===== config.mk =====
export PLATFORM = sky130hd
export DESIGN_NAME = cpu_controller_flat
export DESIGN_NICKNAME = d
export VERILOG_FILES = /design/src/rtl/cpu_controller_if.sv /design/src/rtl/cpu_controller.sv /design/src/flat_wrapper.sv
export SDC_FILE = /design/constraint.sdc
export NUM_CORES = 1
export LEC_CHECK = 0
export BUFFER_PORTS_ARGS = -buffer_cell sky130_fd_sc_hd__buf_2
export CORE_AREA = 8 8 45 47
export DETAILED_ROUTE_END_ITERATION = 12
export DIE_AREA = 0 0 53 55
export HOLD_SLACK_MARGIN = 0.05
export PLACE_DENSITY = 0.46
export SYNTH_ARGS = -nofsm -noshare
export SYNTH_HDL_FRONTEND = slang
export SYNTH_SLANG_ARGS = --single-unit

===== constraint.sdc =====
create_clock -name clk -period 3.2 [get_ports clk]
set_clock_uncertainty 0.05 [all_clocks]
set_input_delay 0 -clock clk [delete_from_list [all_inputs] [get_ports clk]]
set_output_delay 0 -clock clk [all_outputs]
set_load 0.01 [all_outputs]

===== src/rtl/cpu_controller_if.sv =====
// rtl/cpu_controller_if.sv - control/status bundle between cpu_controller and its datapath.
interface cpu_controller_if;
  logic [2:0] opcode;
  logic       zero;
  logic       memReady;
  logic       pcClear;
  logic       pcInc;
  logic       pcLoad;
  logic       irLoad;
  logic       acLoad;
  logic       memRd;
  logic       memWr;
  logic       addrSel;
  logic       halted;
  logic       busErr;

  modport master (
    input  opcode, zero, memReady,
    output pcClear, pcInc, pcLoad, irLoad, acLoad, memRd, memWr, addrSel, halted, busErr
  );

  modport slave (
    output opcode, zero, memReady,
    input  pcClear, pcInc, pcLoad, irLoad, acLoad, memRd, memWr, addrSel, halted, busErr
  );
endinterface


===== src/rtl/cpu_controller.sv =====
// rtl/cpu_controller.sv - fetch/decode/execute sequencer for an 8-bit accumulator CPU.
// Optional memory wait timeout enabled by defining CPU_CTRL_TIMEOUT_EN.
module cpu_controller #(
  parameter int unsigned TIMEOUT_CYCLES = 15
) (
  input logic              clk,
  input logic              resetN,
  cpu_controller_if.master bus
);

  typedef enum logic [2:0] {
    S_RST,
    S_FETCH,
    S_DECODE,
    S_EXEC_RD,
    S_EXEC_WR,
    S_HALT
  } state_t;

  localparam logic [2:0] OP_HLT = 3'b000;
  localparam logic [2:0] OP_SKZ = 3'b001;
  localparam logic [2:0] OP_STO = 3'b110;
  localparam logic [2:0] OP_JMP = 3'b111;

  state_t state;

`ifdef CPU_CTRL_TIMEOUT_EN
  localparam logic [3:0] WAIT_LAST = 4'(TIMEOUT_CYCLES - 1);

  logic [3:0] wait_cnt;
  logic       bus_err;

  // The counter is zero whenever a wait state is entered; it only advances while stalled.
  always_ff @(posedge clk or negedge resetN) begin
    if (!resetN) begin
      state    <= S_RST;
      wait_cnt <= 4'd0;
      bus_err  <= 1'b0;
    end else begin
      wait_cnt <= 4'd0;
      case (state)
        S_RST: state <= S_FETCH;
        S_FETCH, S_EXEC_RD, S_EXEC_WR: begin
          if (bus.memReady) begin
            state <= (state == S_FETCH) ? S_DECODE : S_FETCH;
          end else if (wait_cnt == WAIT_LAST) begin
            state   <= S_HALT;
            bus_err <= 1'b1;
          end else begin
            wait_cnt <= wait_cnt + 4'd1;
          end
        end
        S_DECODE: begin
          case (bus.opcode)
            OP_HLT:         state <= S_HALT;
            OP_SKZ, OP_JMP: state <= S_FETCH;
            OP_STO:         state <= S_EXEC_WR;
            default:        state <= S_EXEC_RD;
          endcase
        end
        default: state <= S_HALT;
      endcase
    end
  end

  assign bus.busErr = resetN & bus_err;
`else
  always_ff @(posedge clk or negedge resetN) begin
    if (!resetN) begin
      state <= S_RST;
    end else begin
      case (state)
        S_RST: state <= S_FETCH;
        S_FETCH, S_EXEC_RD, S_EXEC_WR: begin
          if (bus.memReady) begin
            state <= (state == S_FETCH) ? S_DECODE : S_FETCH;
          end
        end
        S_DECODE: begin
          case (bus.opcode)
            OP_HLT:         state <= S_HALT;
            OP_SKZ, OP_JMP: state <= S_FETCH;
            OP_STO:         state <= S_EXEC_WR;
            default:        state <= S_EXEC_RD;
          endcase
        end
        default: state <= S_HALT;
      endcase
    end
  end

  // Without the wait counter there is no bus error source; the limit has no effect.
  assign bus.busErr = 1'b0 & (TIMEOUT_CYCLES != 0);
`endif

  // Outputs are gated by resetN so that everything reads 0 while reset is held,
  // even though the state register already sits in RST.
  always_comb begin
    bus.pcClear = 1'b0;
    bus.pcInc   = 1'b0;
    bus.pcLoad  = 1'b0;
    bus.irLoad  = 1'b0;
    bus.acLoad  = 1'b0;
    bus.memRd   = 1'b0;
    bus.memWr   = 1'b0;
    bus.addrSel = 1'b0;
    bus.halted  = 1'b0;
    if (resetN) begin
      case (state)
        S_RST: bus.pcClear = 1'b1;
        S_FETCH: begin
          bus.memRd  = 1'b1;
          bus.irLoad = bus.memReady;
          bus.pcInc  = bus.memReady;
        end
        S_DECODE: begin
          if (bus.opcode == OP_SKZ) begin
            bus.pcInc = bus.zero;
          end else if (bus.opcode == OP_JMP) begin
            bus.pcLoad  = 1'b1;
            bus.addrSel = 1'b1;
          end
        end
        S_EXEC_RD: begin
          bus.memRd   = 1'b1;
          bus.addrSel = 1'b1;
          bus.acLoad  = bus.memReady;
        end
        S_EXEC_WR: begin
          bus.memWr   = 1'b1;
          bus.addrSel = 1'b1;
        end
        default: bus.halted = 1'b1;
      endcase
    end
  end

endmodule


===== src/flat_wrapper.sv =====
// flat-port wrapper written by rule: the top's interface ports become plain ports
module cpu_controller_flat 
#(
  parameter int unsigned TIMEOUT_CYCLES = 15
)
  (clk, resetN, bus_opcode, bus_zero, bus_memReady, bus_pcClear, bus_pcInc, bus_pcLoad, bus_irLoad, bus_acLoad, bus_memRd, bus_memWr, bus_addrSel, bus_halted, bus_busErr);
  cpu_controller_if bus_i ();
  input logic clk;
  input logic resetN;
  input wire logic [$bits(bus_i.opcode)-1:0] bus_opcode;
  input wire logic [$bits(bus_i.zero)-1:0] bus_zero;
  input wire logic [$bits(bus_i.memReady)-1:0] bus_memReady;
  output wire logic [$bits(bus_i.pcClear)-1:0] bus_pcClear;
  output wire logic [$bits(bus_i.pcInc)-1:0] bus_pcInc;
  output wire logic [$bits(bus_i.pcLoad)-1:0] bus_pcLoad;
  output wire logic [$bits(bus_i.irLoad)-1:0] bus_irLoad;
  output wire logic [$bits(bus_i.acLoad)-1:0] bus_acLoad;
  output wire logic [$bits(bus_i.memRd)-1:0] bus_memRd;
  output wire logic [$bits(bus_i.memWr)-1:0] bus_memWr;
  output wire logic [$bits(bus_i.addrSel)-1:0] bus_addrSel;
  output wire logic [$bits(bus_i.halted)-1:0] bus_halted;
  output wire logic [$bits(bus_i.busErr)-1:0] bus_busErr;
  assign bus_i.opcode = bus_opcode;
  assign bus_i.zero = bus_zero;
  assign bus_i.memReady = bus_memReady;
  assign bus_pcClear = bus_i.pcClear;
  assign bus_pcInc = bus_i.pcInc;
  assign bus_pcLoad = bus_i.pcLoad;
  assign bus_irLoad = bus_i.irLoad;
  assign bus_acLoad = bus_i.acLoad;
  assign bus_memRd = bus_i.memRd;
  assign bus_memWr = bus_i.memWr;
  assign bus_addrSel = bus_i.addrSel;
  assign bus_halted = bus_i.halted;
  assign bus_busErr = bus_i.busErr;
  cpu_controller #(.TIMEOUT_CYCLES(TIMEOUT_CYCLES)) u_core (.clk(clk), .resetN(resetN), .bus(bus_i));
endmodule

Yosys cells after proc, flatten, opt, wreduce, memory -nomap -nowiden
Index checks and enable logic that the tools add are counted.
{"block": "classes", "reduce_logical": 7, "n_eq_ne": 8, "muxes": 25}
{"op": "1-bit two-way mux", "n": 19}
{"op": "3-bit one-hot mux with 3 select lines", "n": 2}
{"op": "3-bit == test (second input constant)", "n": 3}
{"op": "3-bit by 1-bit == test with 1-bit output (second input constant)", "n": 2}
{"op": "3-bit by 2-bit == test with 1-bit output (second input constant)", "n": 2}
{"op": "3-bit zero test", "n": 2}
{"op": "2-bit OR reduction", "n": 3}
{"op": "5-bit OR reduction", "n": 1}
{"op": "1-bit one-hot mux with 2 select lines", "n": 2}
{"op": "3-bit two-way mux", "n": 1}
{"op": "3-bit OR reduction", "n": 1}
{"op": "2-bit two-way mux", "n": 1}
{"op": "2-bit != test (second input constant)", "n": 1}
{"block": "word_totals", "output_inout_bits": 10, "register_bits": 3}

Longest topological paths before layout
{"block": "logic_depth", "depth_word": 5, "mapped_depth": 4}

Least setup slack after synthesis
No wires, ideal clock.
{"block": "synth_timing", "path_type": "flip-flop to output port", "from": "register u_core.state[0]", "to": "output bus_pcInc", "path_stages_with_launch": 3, "required_ns": 3.150, "setup_slack_ns": 2.047, "arrival_time_ns": 1.103, "path_buffers": 0, "path_cell_list": "dfrtp_1 > or4_1 > a21oi_1"}
{"block": "synth_via", "elab_chain_len": 3, "elab_cells_between_ends": 4}
{"item": "from (decl)", "line_no": "cpu_controller.sv:25", "rtl": "state_t state;"}
{"item": "from (signal assigned)", "line_no": "cpu_controller.sv:76", "rtl": "state <= (state == S_FETCH) ? S_DECODE : S_FETCH;"}
{"item": "3-bit by 2-bit == test with 1-bit output or 3-bit by 1-bit == test with 1-bit output (tied branches)", "line_no": "cpu_controller.sv:109", "rtl": "case (state)"}
{"item": "1-bit one-hot mux with 2 select lines (*)", "line_no": "cpu_controller.sv:109"}
{"item": "1-bit two-way mux (*)", "line_no": "cpu_controller.sv:108", "rtl": "if (resetN) begin"}
{"item": "to (decl)", "line_no": "flat_wrapper.sv:14", "rtl": "output wire logic [$bits(bus_i.pcInc)-1:0] bus_pcInc;"}
Every way passes the cells marked *; elsewhere a longest branch is shown, timed or not.

Final worst setup path
{"block": "layout_timing", "from": "register u_core.state[0]", "to": "register u_core.state[2]"}
{"block": "layout_via", "elab_chain_len": 3, "elab_cells_between_ends": 8}
{"item": "3-bit by 2-bit == test with 1-bit output, or another cell as far along", "line_no": "cpu_controller.sv:72", "rtl": "case (state)"}
{"item": "3-bit OR reduction", "line_no": "cpu_controller.sv:72"}
{"item": "3-bit one-hot mux with 3 select lines or 2-bit != test (tied branches)"}
Parallel ways exist; a longest one is shown, timed or not.
A chain may end at the register's enable or synchronous reset.

==> results.toml <==
[synth]
syn-cell-area_sq_um = 297
synth_fa_ha_area_share_pct = 0
yosysWarnings = 0
syn_inst = 40
syn-mean-instance-area_sq_um = 7.41
synthXorXnorAreaFrac_pct = 5.91
synth_top_family_by_area = "simple AND/OR/NAND/NOR gates"
synth_compound_area_share_pct = 16.5
synth.ff_latch_count = 3
synth_nets = 47
ys_seq_area_share_pct = 25.3
yosys.area_share.simple_pct = 43.9
muxShareOfSynthArea_pct = 0
synth_cell_types = 23

[route]
wl_per_cell_um = 11.9
drc = 0
drt-initial-drc-count = 0
via_per_inst = 4.49
routed_wl_um = 891
firstDrtPassIters = 1
postRouteAntennaNets = 0
via_count = 337

[worst_setup_path]
worstPathArrival_ns = 1.96
crit_path_start_kind = "flop"
cp_max_fo = 14
critical-path-max-stage-delay_ns = 0.58
end_kind = "flop"
crit_family = "buffers and inverters"
cp_slowest_cell = "dlygate4sd3_1"
crit_chain = "or3_1 -> a221oi_2 -> dlygate4sd3_1"
required_ns = 3.32
crit_buf_inv = 1
worstSetupPathType = "flop to flop"

[power_and_ir_drop]
clockPowerShare_pct = 23.5
p_leak_nw = 0.210
pwr-share-comb_pct = 42.7
p_int_uw = 161
p_sw_share_pct = 42.5
peakVddDrop_uv = 215
power.density_nw_per_um2 = 652
pwr-share-seq_pct = 33.8
power_switching_uw = 119

[timing]
hold_viol = 0
min_period_ns = 1.85
tns_ns = 0
period_share_pct = 57.7
drv_slew = 0
fmax_mhz = 541
setup_viol_count_final = 0
rsz0062_at_grt = "no"

[finish]
final_cell_count_no_fill = 75
largest_register_ffs = 3
layout.nets = 67
regMostFlops = "u_core.state"
antenna_cells = 0
area_delta_synth_final_pct = 45.1
drive_above_1_share_pct = 33.9
reg.largest.list = "u_core.state: 3 flops"

[floorplanning]
chipHeight_um = 55
die_w_um = 53
rows = 14
io_pins = 17
core_sq_um = 1380
die-area_sq_um = 2920
start_util_pct = 21.4

[status]
outcome = "completed"

[placement]
gp_congestion = 0.727
portBuffers = 15
place_hpwl_um = 655
placed_cells = 68

[global_routing]
track_usage_pct = 6.83
antenna_found_initial = 0
grt_max_degree = 15
grt_pass1_wl_mm = 1.46
grt_pass1_vias = 335
grt_remaining_overflow = 0

[run]
max_cap_violations = 0

[clock_network]
post_cts_buffers = 0
ctsHtreeMaxLevel = 1
clk_path_buf_depth = 2
clk_latency_ns = 0.23
cts_tree = "built"
cts-resized-gates = 0
cts_sinks = 3
clkTransAtPathRegs_ns = 0.04
cts-root-buf = "clkbuf_4"
cts_buffers = 3

[hold_path]
min_path_type = "input port to async pin"
what timing repair did:
| item | CTS | global route |
|---|---|---|
| endpoints found under the setup margin | 0 | 0 |
| hold endpoints to repair | 4 | 0 |
| hold buffers | 3 | 0 |
final cells by class:
class,instances,area [sq um]
clock buffer,4,26.3
sequential,3,75.1
timing repair buffer,18,105
tap,16,20.0
multi-input combinational,33,200
fill,157,953
inverter,1,3.75
kinds of logic after synthesis:
family	count (synthesis)
simple gates	24
compound gates	6
buf+inv	4
flops	3
xor+xnor	2
other cells	1
cell usage after synthesis:
master / instances / share of area (%)
nand3b_1: 1 / 2.5
and3b_1: 1 / 3.0
a21oi_1: 2 / 3.4
a211oi_1: 1 / 2.5
buf_4: 1 / 2.5
nand3_1: 1 / 1.7
nand2b_1: 2 / 4.2
xnor2_1: 1 / 3.0
and3_1: 3 / 6.3
dfrtp_1: 3 / 25
a21boi_0: 1 / 2.5
nor2_1: 3 / 3.8
conb_1: 1 / 1.3
or4_1: 1 / 2.5
nor3_1: 3 / 5.1
inv_1: 1 / 1.3
xor2_1: 1 / 3.0
a31o_2: 1 / 3.0
nor4_1: 3 / 6.3
nand2_1: 5 / 6.3
or3_1: 1 / 2.1
a221oi_2: 1 / 5.1
buf_2: 2 / 3.4
placed cells by master (no fill, tap or decap):
cell type	count
a211oi_1	1
dfrtp_1	3
nor4_1	3
conb_1	1
clkbuf_4	3
xor2_1	1
dlygate4sd3_1	3
nand2_1	5
and3_1	3
a31o_2	1
or3_1	1
nor3_1	3
a21oi_1	2
nand3b_1	1
nor2_1	3
xnor2_1	1
buf_2	15
nand2b_1	2
nand3_1	1
clkbuf_1	1
inv_1	1
or4_1	1
a21boi_0	1
a221oi_2	1
and3b_1	1
metrics by stage:
| stage | area (sq um) | setup slack [ns] | utilization [%] | power, mW | hold WS, ns |
|---|---|---|---|---|---|
| after floorplan | 297 | 2.05 | - | 0.176 | -0.346 |
| after global placement | 374 | 1.78 | 27.0 | 0.211 | -0.223 |
| after detailed placement | 374 | 1.73 | 27.0 | 0.212 | -0.219 |
| after CTS | 430 | 1.37 | 31.1 | 0.288 | 0.0696 |
| after global routing | 430 | 1.24 | 31.1 | 0.315 | 0.0919 |
| final | 430 | 1.35 | 31.1 | 0.281 | 0.0715 |
power by group through the flow:
stage | registers [mW] | clock network, mW | logic (mW)
finish | 0.0947 | 0.0660 | 0.120
global route | 0.102 | 0.0769 | 0.136
CTS | 0.0938 | 0.0706 | 0.124
detailed placement | 0.0944 | 0 | 0.118
global placement | 0.0941 | 0 | 0.117
floorplan | 0.0637 | 0 | 0.112
final timing paths:
| path | startpoint | end | slack, ns | cells past startpoint |
|---|---|---|---|---|
| worst min-delay path | resetN | u_core.state[2]$_DFFE_PN0P_ | 0.07 | 2 |
| max in group asynchronous | resetN | u_core.state[1]$_DFFE_PN0P_ | 2.89 | 2 |
| worst max-delay path | u_core.state[0]$_DFFE_PN0P_ | u_core.state[2]$_DFFE_PN0P_ | 1.35 | 3 |
| worst max register to register | u_core.state[0]$_DFFE_PN0P_ | u_core.state[2]$_DFFE_PN0P_ | 1.35 | 3 |
| min in group clk | bus_opcode[0] | u_core.state[0]$_DFFE_PN0P_ | 0.08 | 3 |
| worst min register to register | u_core.state[2]$_DFFE_PN0P_ | u_core.state[1]$_DFFE_PN0P_ | 0.50 | 1 |
routing by layer:
layer	routed length, um	vias to the layer above	GRT usage (%)
li1	-	181	-
met1	372	147	7.31
met2	428	9	10.4
met3	90	0	3.21
met4	0	0	5.17
met5	0	-	0
worst reg2reg max path, cell delays in order (launching register included):
cell and delay [ns]:
dfrtp_1 0.50, or3_1 0.44, a221oi_2 0.22, dlygate4sd3_1 0.58
No activity file was read; power rests on OpenSTA's default activity.
